<file path="config.mk">
export PLATFORM = sky130hd
export DESIGN_NAME = fifo_sync_param
export DESIGN_NICKNAME = d
export VERILOG_FILES = /design/src/rtl/fifo_sync_param.sv
export SDC_FILE = /design/constraint.sdc
export NUM_CORES = 1
export LEC_CHECK = 0
export ABC_CLOCK_PERIOD_IN_PS = 5250
export BUFFER_PORTS_ARGS = -buffer_cell sky130_fd_sc_hd__buf_4
export CORE_MARGIN = 4
export CORE_UTILIZATION = 30
export DETAILED_ROUTE_END_ITERATION = 6
export GPL_TIMING_DRIVEN = 0
export PLACE_DENSITY = 0.45
export SLEW_MARGIN = 20
export SYNTH_ARGS = -nofsm -noshare
export SYNTH_HDL_FRONTEND = slang
export SYNTH_SLANG_ARGS = --single-unit
</file>
<file path="constraint.sdc">
create_clock -name clk -period 5.25 [get_ports clk]
set_clock_uncertainty 0.05 [all_clocks]
set_input_delay 0.2625 -clock clk [delete_from_list [all_inputs] [get_ports clk]]
set_output_delay 0.2625 -clock clk [all_outputs]
set_load 0.005 [all_outputs]
</file>
<file path="src/rtl/fifo_sync_param.sv">
// Synchronous FIFO with op-tracking FSM; write visible to a read one edge later, read data registered with rd_ack.
// No backpressure: rejected requests raise wr_err/rd_err for one cycle and leave contents untouched.
module fifo_sync_param #(
  parameter int DATA_W    = 32,
  parameter int DEPTH     = 8,
  parameter int AF_THRESH = 6,
  parameter int AE_THRESH = 2
) (
  input  logic              clk,
  input  logic              reset_n,
  input  logic              clear,
  input  logic              wr_en,
  input  logic [DATA_W-1:0] din,
  input  logic              rd_en,
  output logic [DATA_W-1:0] dout,
  output logic [2:0]        state,
  output logic [$clog2(DEPTH):0] data_count,
  output logic              full,
  output logic              empty,
  output logic              almost_full,
  output logic              almost_empty,
  output logic              wr_ack,
  output logic              wr_err,
  output logic              rd_ack,
  output logic              rd_err
);

  localparam int AW = $clog2(DEPTH);
  localparam int CW = AW + 1;

  typedef enum logic [2:0] {
    INIT   = 3'b000,
    WRITE  = 3'b001,
    WR_ERR = 3'b010,
    NO_OP  = 3'b011,
    READ   = 3'b100,
    RD_ERR = 3'b101,
    WR_RD  = 3'b110
  } state_t;

  logic [DATA_W-1:0] mem [DEPTH];
  logic [AW-1:0]     head, tail;
  logic [2:0]        state_r;
  state_t            state_nxt;
  logic              do_wr, do_rd;
  logic              wr_ack_nxt, wr_err_nxt, rd_ack_nxt, rd_err_nxt;

  assign state        = state_r;
  assign full         = (data_count == CW'(DEPTH));
  assign empty        = (data_count == '0);
  assign almost_full  = (data_count >= CW'(AF_THRESH));
  assign almost_empty = (data_count <= CW'(AE_THRESH));

  always_comb begin
    state_nxt  = NO_OP;
    do_wr      = 1'b0;
    do_rd      = 1'b0;
    wr_ack_nxt = 1'b0;
    wr_err_nxt = 1'b0;
    rd_ack_nxt = 1'b0;
    rd_err_nxt = 1'b0;
    if (clear) begin
      state_nxt = INIT;
    end else if (state_r == 3'b111) begin
      // Illegal encoding: return to INIT without touching pointers or count.
      state_nxt = INIT;
    end else begin
      case ({wr_en, rd_en})
        2'b10: begin
          if (full) begin
            state_nxt  = WR_ERR;
            wr_err_nxt = 1'b1;
          end else begin
            state_nxt  = WRITE;
            do_wr      = 1'b1;
            wr_ack_nxt = 1'b1;
          end
        end
        2'b01: begin
          if (empty) begin
            state_nxt  = RD_ERR;
            rd_err_nxt = 1'b1;
          end else begin
            state_nxt  = READ;
            do_rd      = 1'b1;
            rd_ack_nxt = 1'b1;
          end
        end
        2'b11: begin
          // When empty only the write lands; no fall-through of din to dout.
          if (empty) begin
            state_nxt  = WRITE;
            do_wr      = 1'b1;
            wr_ack_nxt = 1'b1;
            rd_err_nxt = 1'b1;
          end else begin
            state_nxt  = WR_RD;
            do_wr      = 1'b1;
            do_rd      = 1'b1;
            wr_ack_nxt = 1'b1;
            rd_ack_nxt = 1'b1;
          end
        end
        default: state_nxt = NO_OP;
      endcase
    end
  end

  always_ff @(posedge clk) begin
    if (do_wr) mem[tail] <= din;
  end

  always_ff @(posedge clk or negedge reset_n) begin
    if (!reset_n) begin
      state_r    <= INIT;
      head       <= '0;
      tail       <= '0;
      data_count <= '0;
      dout       <= '0;
      wr_ack     <= 1'b0;
      wr_err     <= 1'b0;
      rd_ack     <= 1'b0;
      rd_err     <= 1'b0;
    end else begin
      state_r <= state_nxt;
      wr_ack  <= wr_ack_nxt;
      wr_err  <= wr_err_nxt;
      rd_ack  <= rd_ack_nxt;
      rd_err  <= rd_err_nxt;
      if (clear) begin
        head       <= '0;
        tail       <= '0;
        data_count <= '0;
      end else begin
        if (do_wr) tail <= tail + AW'(1);
        if (do_rd) begin
          head <= head + AW'(1);
          dout <= mem[head];
        end
        case ({do_wr, do_rd})
          2'b10:   data_count <= data_count + CW'(1);
          2'b01:   data_count <= data_count - CW'(1);
          default: data_count <= data_count;
        endcase
      end
    end
  end

endmodule

</file>
==> results.md, run 1 <==
* Status: complete, no violations
* # nets final at around 800
* Core Region at ~0.039 sq mm
* Sw Ratio at 0.258
* Hold depth at 3
* GRT Total Usage at 0.134
* Pre-CTS WS at roughly 2 ns
* Hold Buf Count CTS at 33
* EDFF count, synth at roughly 260
* Worst Hold Path EP: state[2]$_DFF_PN0_
* Largest net degree at the start of global routing at 50
* Power density over the cells at around 460 mW/mm^2
* Reg2reg path depth at 9
* Hold Crit Class: in -> reg
* Total Wirelength at 28,000 um
* R2R Path Start: data_count[1]$_DFFE_PN0P_
* Setup WS post-layout at between 2 and 2.5 ns
* Fillers at approximately 3,500
* Crit Path Max Fanout at 9
* 1st-iter DRT viols at slightly below 300
* R2r setup slk at around 2.1 ns
* Skew-Pair Late Insertion Delay at about 0.50 ns
* CP arrival at around 3.3 ns
* Net Sw Power at roughly 0.0018 W
* First drt pass iteration count at 4
* Worst Max-Slew Pin Slew at about 1.1 ns
* Placed wire-length estimate at ~18,000 um
* Fin. max-slew vios at 0
* Vias per inst at 4.62
* First-pass GRT wire length at about 42,000 um
* Fraction of layout cells with a size suffix above 1 at 0.315
* Number of global-route vias before repair at roughly 6,500
* Die height at between 200 and 250 um
* Max Freq at ~320 MHz
* CTS H-tree depth at 2
* Ys Warns at 0
* Async S/R FF share, synth at 0.161
* Worst Path Required at 5.41 ns
* Sequential area share after synthesis at 0.761
* Postcts setup bufs at 0
* Worst Setup End Kind: flip-flop
* Crit start category: flip-flop
* Clock sink total at approximately 310
* Fin crit period at 3.10 ns
* Clk pwr share at 0.342
* Clock transition at path regs at roughly 0.06 ns
* Ys flop type: edfxtp_1
* Die X at around 200 um
* DRC viols at 0
* Starting Density at 0.303
* Full die area at about 0.042 sq mm
* Count of cell types in the netlist at 46
* Mapped Area at around 0.012 sq mm
* Fin crit share at 0.591
* Number of buffers added on ports at 81
* CP peak stage delay at around 0.57 ns
* Reg2reg end: mem[1][30]$_DFFE_PP_
* Mapped Nets at 625
* Final Hold Viols at 0
* Gpl congestion at 0.734
* Ant. Diodes at 0
* Crit path kind: reg -> reg
* Leakage power at between 4 and 5 nW
* Initial antenna violation count at 0
* Power Internal at around 0.005 W
* Yosys reg bits at roughly 300
* # IOs at 84
* Post-DRT Antenna Nets at 0
* Critical Path, Cell by Cell: buf_2, or4b_4, o211ai_4, or3b_1, nor3_2, buf_6, buf_6, buf_4, buf_4
* Startpoint of the worst hold path: rd_en
* Vias at about 6,000
* Syn Area/Cell at approximately 20 sq um
* Gate Count Post-Synth at 583
* Setup TNS at 0 ns
* CTS max path bufs at 3
* Cts repair resizes at 0
* Wire length per cell at between 20 and 25 um
* CP max stage cell: or3b_1
* Layout overhead on the synthesized area at 27.0%
* Row cnt at 72
* Combinational share of power at 0.227
* VDD IR max at about 190 uV
* Maxcap violations at 0
* TritonCTS Buffers at 34
* Clock root buffer: clkbuf_16
* CTS tree: built
* GR Overflow Total at 0
* Final setup vio count at 0
* RSZ-0062 raised after global routing: false
* Worst slew margin at 0.298
* Flop pwr share at 0.431
## layout make-up
| cell class | instances | area [sq um] | area share |
|---|---|---|---|
| Multi-Input combinational cell | 244 | 2690 | 0.181 |
| Clock inverter | 14 | 141 | 0.00950 |
| Clock buffer | 47 | 981 | 0.0659 |
| Inverter | 1 | 3.75 | 0.000252 |
| Timing Repair Buffer | 137 | 1330 | 0.0897 |
| Buffer | 33 | 169 | 0.0114 |
| Sequential cell | 305 | 8910 | 0.599 |
| Tap cell | 518 | 648 | 0.0436 |
## metrics by stage
step / power [W] / hold WS [ns] / util / cells / cell area [sq um]
CTS: 0.00699 / 0.0526 / 0.385 / 1299 / 14900
finish: 0.00685 / 0.0832 / 0.385 / 1299 / 14900
floorplan: 0.00393 / -0.0831 / - / 583 / 11700
detailed placement: 0.00459 / 0.377 / 0.347 / 1205 / 13400
global placement: 0.00455 / 0.358 / 0.336 / 1182 / 13000
global route: 0.00722 / 0.0943 / 0.385 / 1299 / 14900
## worst max-delay path, delay by kind of cell (launching register included)
family / cells / cell delay [ns]
AND/OR/NAND/NOR: 3 / 1.27
flip-flops: 1 / 0.41
AO/OA/AOI/OAI: 1 / 0.11
buffers and inverters: 5 / 0.97
## cells in the mapped netlist, types with 2 or more instances
master    instances  area (sq um)
edfxtp_1        256          7690
mux4_2           64          1440
nor2_1           52           195
dfrtp_1          49          1230
a21oi_1          38           190
mux2i_1          34           340
buf_1            12          45.0
clkbuf_1          7          26.3
buf_2             6          30.0
buf_4             6          45.0
ha_1              4          50.1
nand3_1           4          20.0
nor3_1            4          20.0
a21o_1            3          22.5
nand2_1           3          11.3
nand2b_1          3          18.8
o21ai_0           3          15.0
xor2_1            3          26.3
buf_6             2          22.5
nand4_1           2          12.5
or3_1             2          12.5
xnor2_1           2          17.5
## cells in the final DEF (no fill, tap or decap), types with 3 or more instances in the layout
cell type	instances
a21o_1	3
a21oi_1	38
buf_1	12
buf_16	10
buf_2	6
buf_4	96
buf_6	4
bufinv_16	3
clkbuf_1	13
clkbuf_16	35
clkbuf_8	6
clkinv_1	6
clkinv_2	4
dfrtp_1	49
dlygate4sd3_1	33
edfxtp_1	256
ha_1	4
mux2i_1	34
mux4_2	64
nand2_1	3
nand2b_1	3
nand3_1	4
nor2_1	46
nor2_4	6
nor3_2	3
o21ai_0	3
xor2_1	3
## power by group through the flow
stage / logic (W) / clock network [W] / registers, W
5_1_grt: 0.00172 / 0.00253 / 0.00297
4_1_cts: 0.00161 / 0.00242 / 0.00296
3_3_place_gp: 0.00155 / 0 / 0.00301
6_report: 0.00156 / 0.00234 / 0.00295
3_5_place_dp: 0.00159 / 0 / 0.00301
2_1_floorplan: 0.000951 / 0 / 0.00298
## registers in the layout, summed over array words and instances (netlist names)
name and flops:
mem 256, dout 32, data_count 4, head 3
state 3, tail 3, rd_ack 1, rd_err 1
wr_ack 1, wr_err 1
## per-layer routing
layer  part of all wire  up-vias  track usage
met1               0.44     3157        0.173
met2               0.51      104        0.236
met5                  0        -            0
met3              0.033       38       0.0230
met4              0.018        0       0.0318
li1                   -     2707            -
## worst max-delay path by stage
| stage | from | end | slack (ns) | depth (start not counted) |
|---|---|---|---|---|
| detailed placement | data_count[1]$_DFFE_PN0P_ | mem[1][30]$_DFFE_PP_ | 2.06 | 9 |
| global placement | data_count[1]$_DFFE_PN0P_ | mem[1][30]$_DFFE_PP_ | -1.90 | 5 |
| CTS | data_count[1]$_DFFE_PN0P_ | mem[1][30]$_DFFE_PP_ | 2.05 | 9 |
| floorplan | data_count[1]$_DFFE_PN0P_ | mem[1][0]$_DFFE_PP_ | 1.19 | 5 |
| global route | data_count[1]$_DFFE_PN0P_ | mem[1][30]$_DFFE_PP_ | 1.95 | 9 |
| finish | data_count[1]$_DFFE_PN0P_ | mem[1][30]$_DFFE_PP_ | 2.15 | 9 |
## cells by family (layout without fill, tap and decap cells)
group | Yosys count | count (layout) | share of synthesized area
buf+inv | 34 | 232 | 0.0147
xor+xnor | 5 | 5 | 0.00374
compound gates | 57 | 57 | 0.0313
simple gates | 78 | 78 | 0.0304
fa+ha+maj | 5 | 5 | 0.00598
flops | 305 | 305 | 0.761
mux | 99 | 99 | 0.153
Power figures use the tool's default switching activity.
==> run 2, diff against run 1 <==
Settings changed: ABC_CLOCK_PERIOD_IN_PS 5250 to 3000.
Clock period 5.25 ns to 3 ns, I/O delays scaled along.
==> run 2 against run 1 <==
  * Count of clock-buffer cells in the layout is 2 lower
  * Power is 78% higher
  * Cell count is 1.0% higher
  * Hold slack better by 0.043 ns
  * Via count is 0.42% higher
  * Non-clock buffer count is 8 higher
  * Critical path depth is 2 lower
  * Highest routed layer unchanged
==> results.md, run 2 (synthesis gave the netlist of run 1 again) <==
* Hold Crit Class: in -> reg
* CTS H-tree depth at 2 (unchanged)
* Initial antenna violation count at 2 (+2)
* Largest net degree at the start of global routing at 50 (unchanged)
* Worst Max-Slew Pin Slew at 1.06 ns (+0.00621 ns)
* Sw Ratio at 0.262 (+0.00427)
* Die X at 206 um (unchanged)
* Hold WS at 0.126 ns (+0.0432 ns)
* Total Wirelength at 28,000 um (about the same)
* Vias at 6,031 (+0.42%)
* Most common cell after layout, fill and taps aside: edfxtp_1
* R2R Path Start: data_count[1]$_DFFE_PN0P_
* Core Region at 0.0386 sq mm (unchanged)
* Critical Path, Cell by Cell: buf_2, or4b_4, o211ai_4, or3b_1, nor2_4, buf_16, buf_12
* 1st-iter DRT viols at 324 (+9.5%)
* Number of buffers added on ports at 81 (unchanged)
* # IOs at 84 (unchanged)
* DRC viols at 0 (unchanged)
* Clock sink total at 305 (unchanged)
* First-pass GRT wire length at 41,900 um (+0.70%)
* Vias per inst at 4.60 (-0.58%)
* Worst Setup SP: data_count[1]$_DFFE_PN0P_
* Wire length per cell at 21.3 um (-0.91%)
* Die height at 206 um (unchanged)
* First drt pass iteration count at 4 (unchanged)
* Max Freq at 362 MHz (+13%)
* Post-layout util at 0.389 (+0.00389)
* Biggest register: mem
* Combinational share of power at 0.227 (about the same)
* Crit path kind: reg -> reg
* Starting Density at 0.303 (unchanged)
* Max reg flops at 256 (unchanged)
* Power density over the cells at 813 mW/mm^2 (+76%)
* Final Hold Viols at 0 (unchanged)
* Clock root buffer: clkbuf_16
* Flop pwr share at 0.422 (-0.009)
* CTS tree: built
* Skew-Pair Late Insertion Delay at 0.51 ns (about the same)
* Fin. max-slew vios at 0 (unchanged)
* Row cnt at 72 (unchanged)
* CP max stage cell: or3b_1
* Crit Path Max Fanout at 17 (+8)
* Commonest non-fill, non-tap cells in the layout: edfxtp_1 (256), buf_4 (98), mux4_2 (64)
* GRT Total Usage at 0.134 (+0.000389)
* Full die area at 0.0423 sq mm (unchanged)
* CP arrival at 2.92 ns (-0.34 ns)
* Post-DRT Antenna Nets at 0 (unchanged)
* Fin crit period at 2.76 ns (-0.345 ns)
* Power Internal at 0.00901 W (+77%)
* Placed wire-length estimate at 17,600 um (-3.7%)
* Leakage power at 5.03 nW (+1.0%)
* Layout overhead on the synthesized area at 28.2%
* # nets final at 807 (+1.1%)
* Worst Setup End Kind: flip-flop
* Startpoint of the worst hold path: clear
* RSZ-0062 raised after global routing: false
* Number of global-route vias before repair at 6,514 (+0.98%)
* Worst Path Required at 3.16 ns (-2.25 ns)
* GR Overflow Total at 0 (unchanged)
* Maxcap violations at 0 (unchanged)
* Largest registers: mem: 256 flops, dout: 32 flops, data_count: 4 flops
* Final Non-Filler Cells at 1,312 (+1.0%)
* Crit start category: flip-flop
* Final setup vio count at 0 (unchanged)
* Net Sw Power at 0.00320 W (+81%)
* Fin crit share at 0.920 (+0.328)
* Clk pwr share at 0.351 (+0.009)
* Fraction of layout cells with a size suffix above 1 at 0.327 (+0.0120)
* Placed insts at 1,198 (-0.58%)
* Status: complete, no violations
* VDD IR max at 397 uV (+110%)
* CP peak stage delay at 0.58 ns (about the same)
* Clock transition at path regs at 0.06 ns (about the same)
* CTS max path bufs at 3 (unchanged)
* Worst slew margin at 0.293 (-0.00414)
* TritonCTS Buffers at 35 (+2.9%)
* Gpl congestion at 0.730 (-0.46%)
==> run 2: cell count changes in the layout (fill, tap and decap cells not counted), sizes merged <==
cell         before  now
buf             130  136
clkinvlp          0    3
diode             0    2
clkinv           10   11
dlygate4sd3      33   35
clkbuf           54   52
bufinv            3    4
==> run 2: timing repair <==
item / in CTS / in global routing
endpoints found under the setup margin: 0 / 51
buffers inserted: 0 / 13
endpoints found under the hold margin: 309 / 0
hold buffers: 35 / 0
resized for setup: 0 / 0
==> run 2: worst paths after layout <==
kind | depth (start not counted) | slack, ns | endpoint
max | 7 | 0.24 | mem[5][29]$_DFFE_PP_
min | 4 | 0.13 | data_count[3]$_DFFE_PN0P_
min in group asynchronous | 2 | 0.21 | data_count[3]$_DFFE_PN0P_
max reg2reg | 7 | 0.24 | mem[5][29]$_DFFE_PP_
min reg2reg | 2 | 0.48 | dout[23]$_DFFE_PN0P_
max in group asynchronous | 2 | 2.18 | dout[29]$_DFFE_PN0P_
==> run 2: metrics by stage <==
| step | setup slack, ns | TNS (ns) | total power [W] | instance area (sq um) |
|---|---|---|---|---|
| after CTS | 0.0579 | 0 | 0.0124 | 14900 |
| final | 0.241 | 0 | 0.0122 | 15000 |
| after detailed placement | 0.0699 | 0 | 0.00805 | 13400 |
| after global routing | 0.125 | 0 | 0.0129 | 15000 |
| after floorplan | -0.201 | -34.32 | 0.00688 | 11700 |
| after global placement | -2.23 | -530.45 | 0.00796 | 13000 |
==> run 2: layer usage <==
metal / routed length (um) / global-route usage
met5: 0 / 0
met4: 434 / 0.0330
met3: 1260 / 0.0285
met2: 14600 / 0.237
met1: 11700 / 0.169
==> run 2: area by class of cell <==
class                   instances  area [sq um]
fillers                      3495         23600
flip-flops and latches        305          8910
multi-input cells             244          2700
repair buffers                145          1410
clock buffers                  45           965
well taps                     518           648
clock inverters                19           215
plain buffers                  33           169
diodes                          2          5.00
inverters                       1          3.75
==> run 2: critical path: cells and delay by family, from the launching register on <==
| kind | cells | cell delay [ns] |
|---|---|---|
| and+or+nand+nor | 3 | 1.19 |
| buffers and inverters | 3 | 0.66 |
| DFF | 1 | 0.43 |
| AOI/OAI and AO/OA | 1 | 0.11 |
==> run 2: power by group through the flow <==
stage	combinational, W	sequential [W]	clock (W)
final	0.00277	0.00516	0.00429
after global routing	0.00307	0.00520	0.00459
after CTS	0.00285	0.00517	0.00439
after detailed placement	0.00280	0.00525	0
after global placement	0.00272	0.00524	0
after floorplan	0.00166	0.00522	0
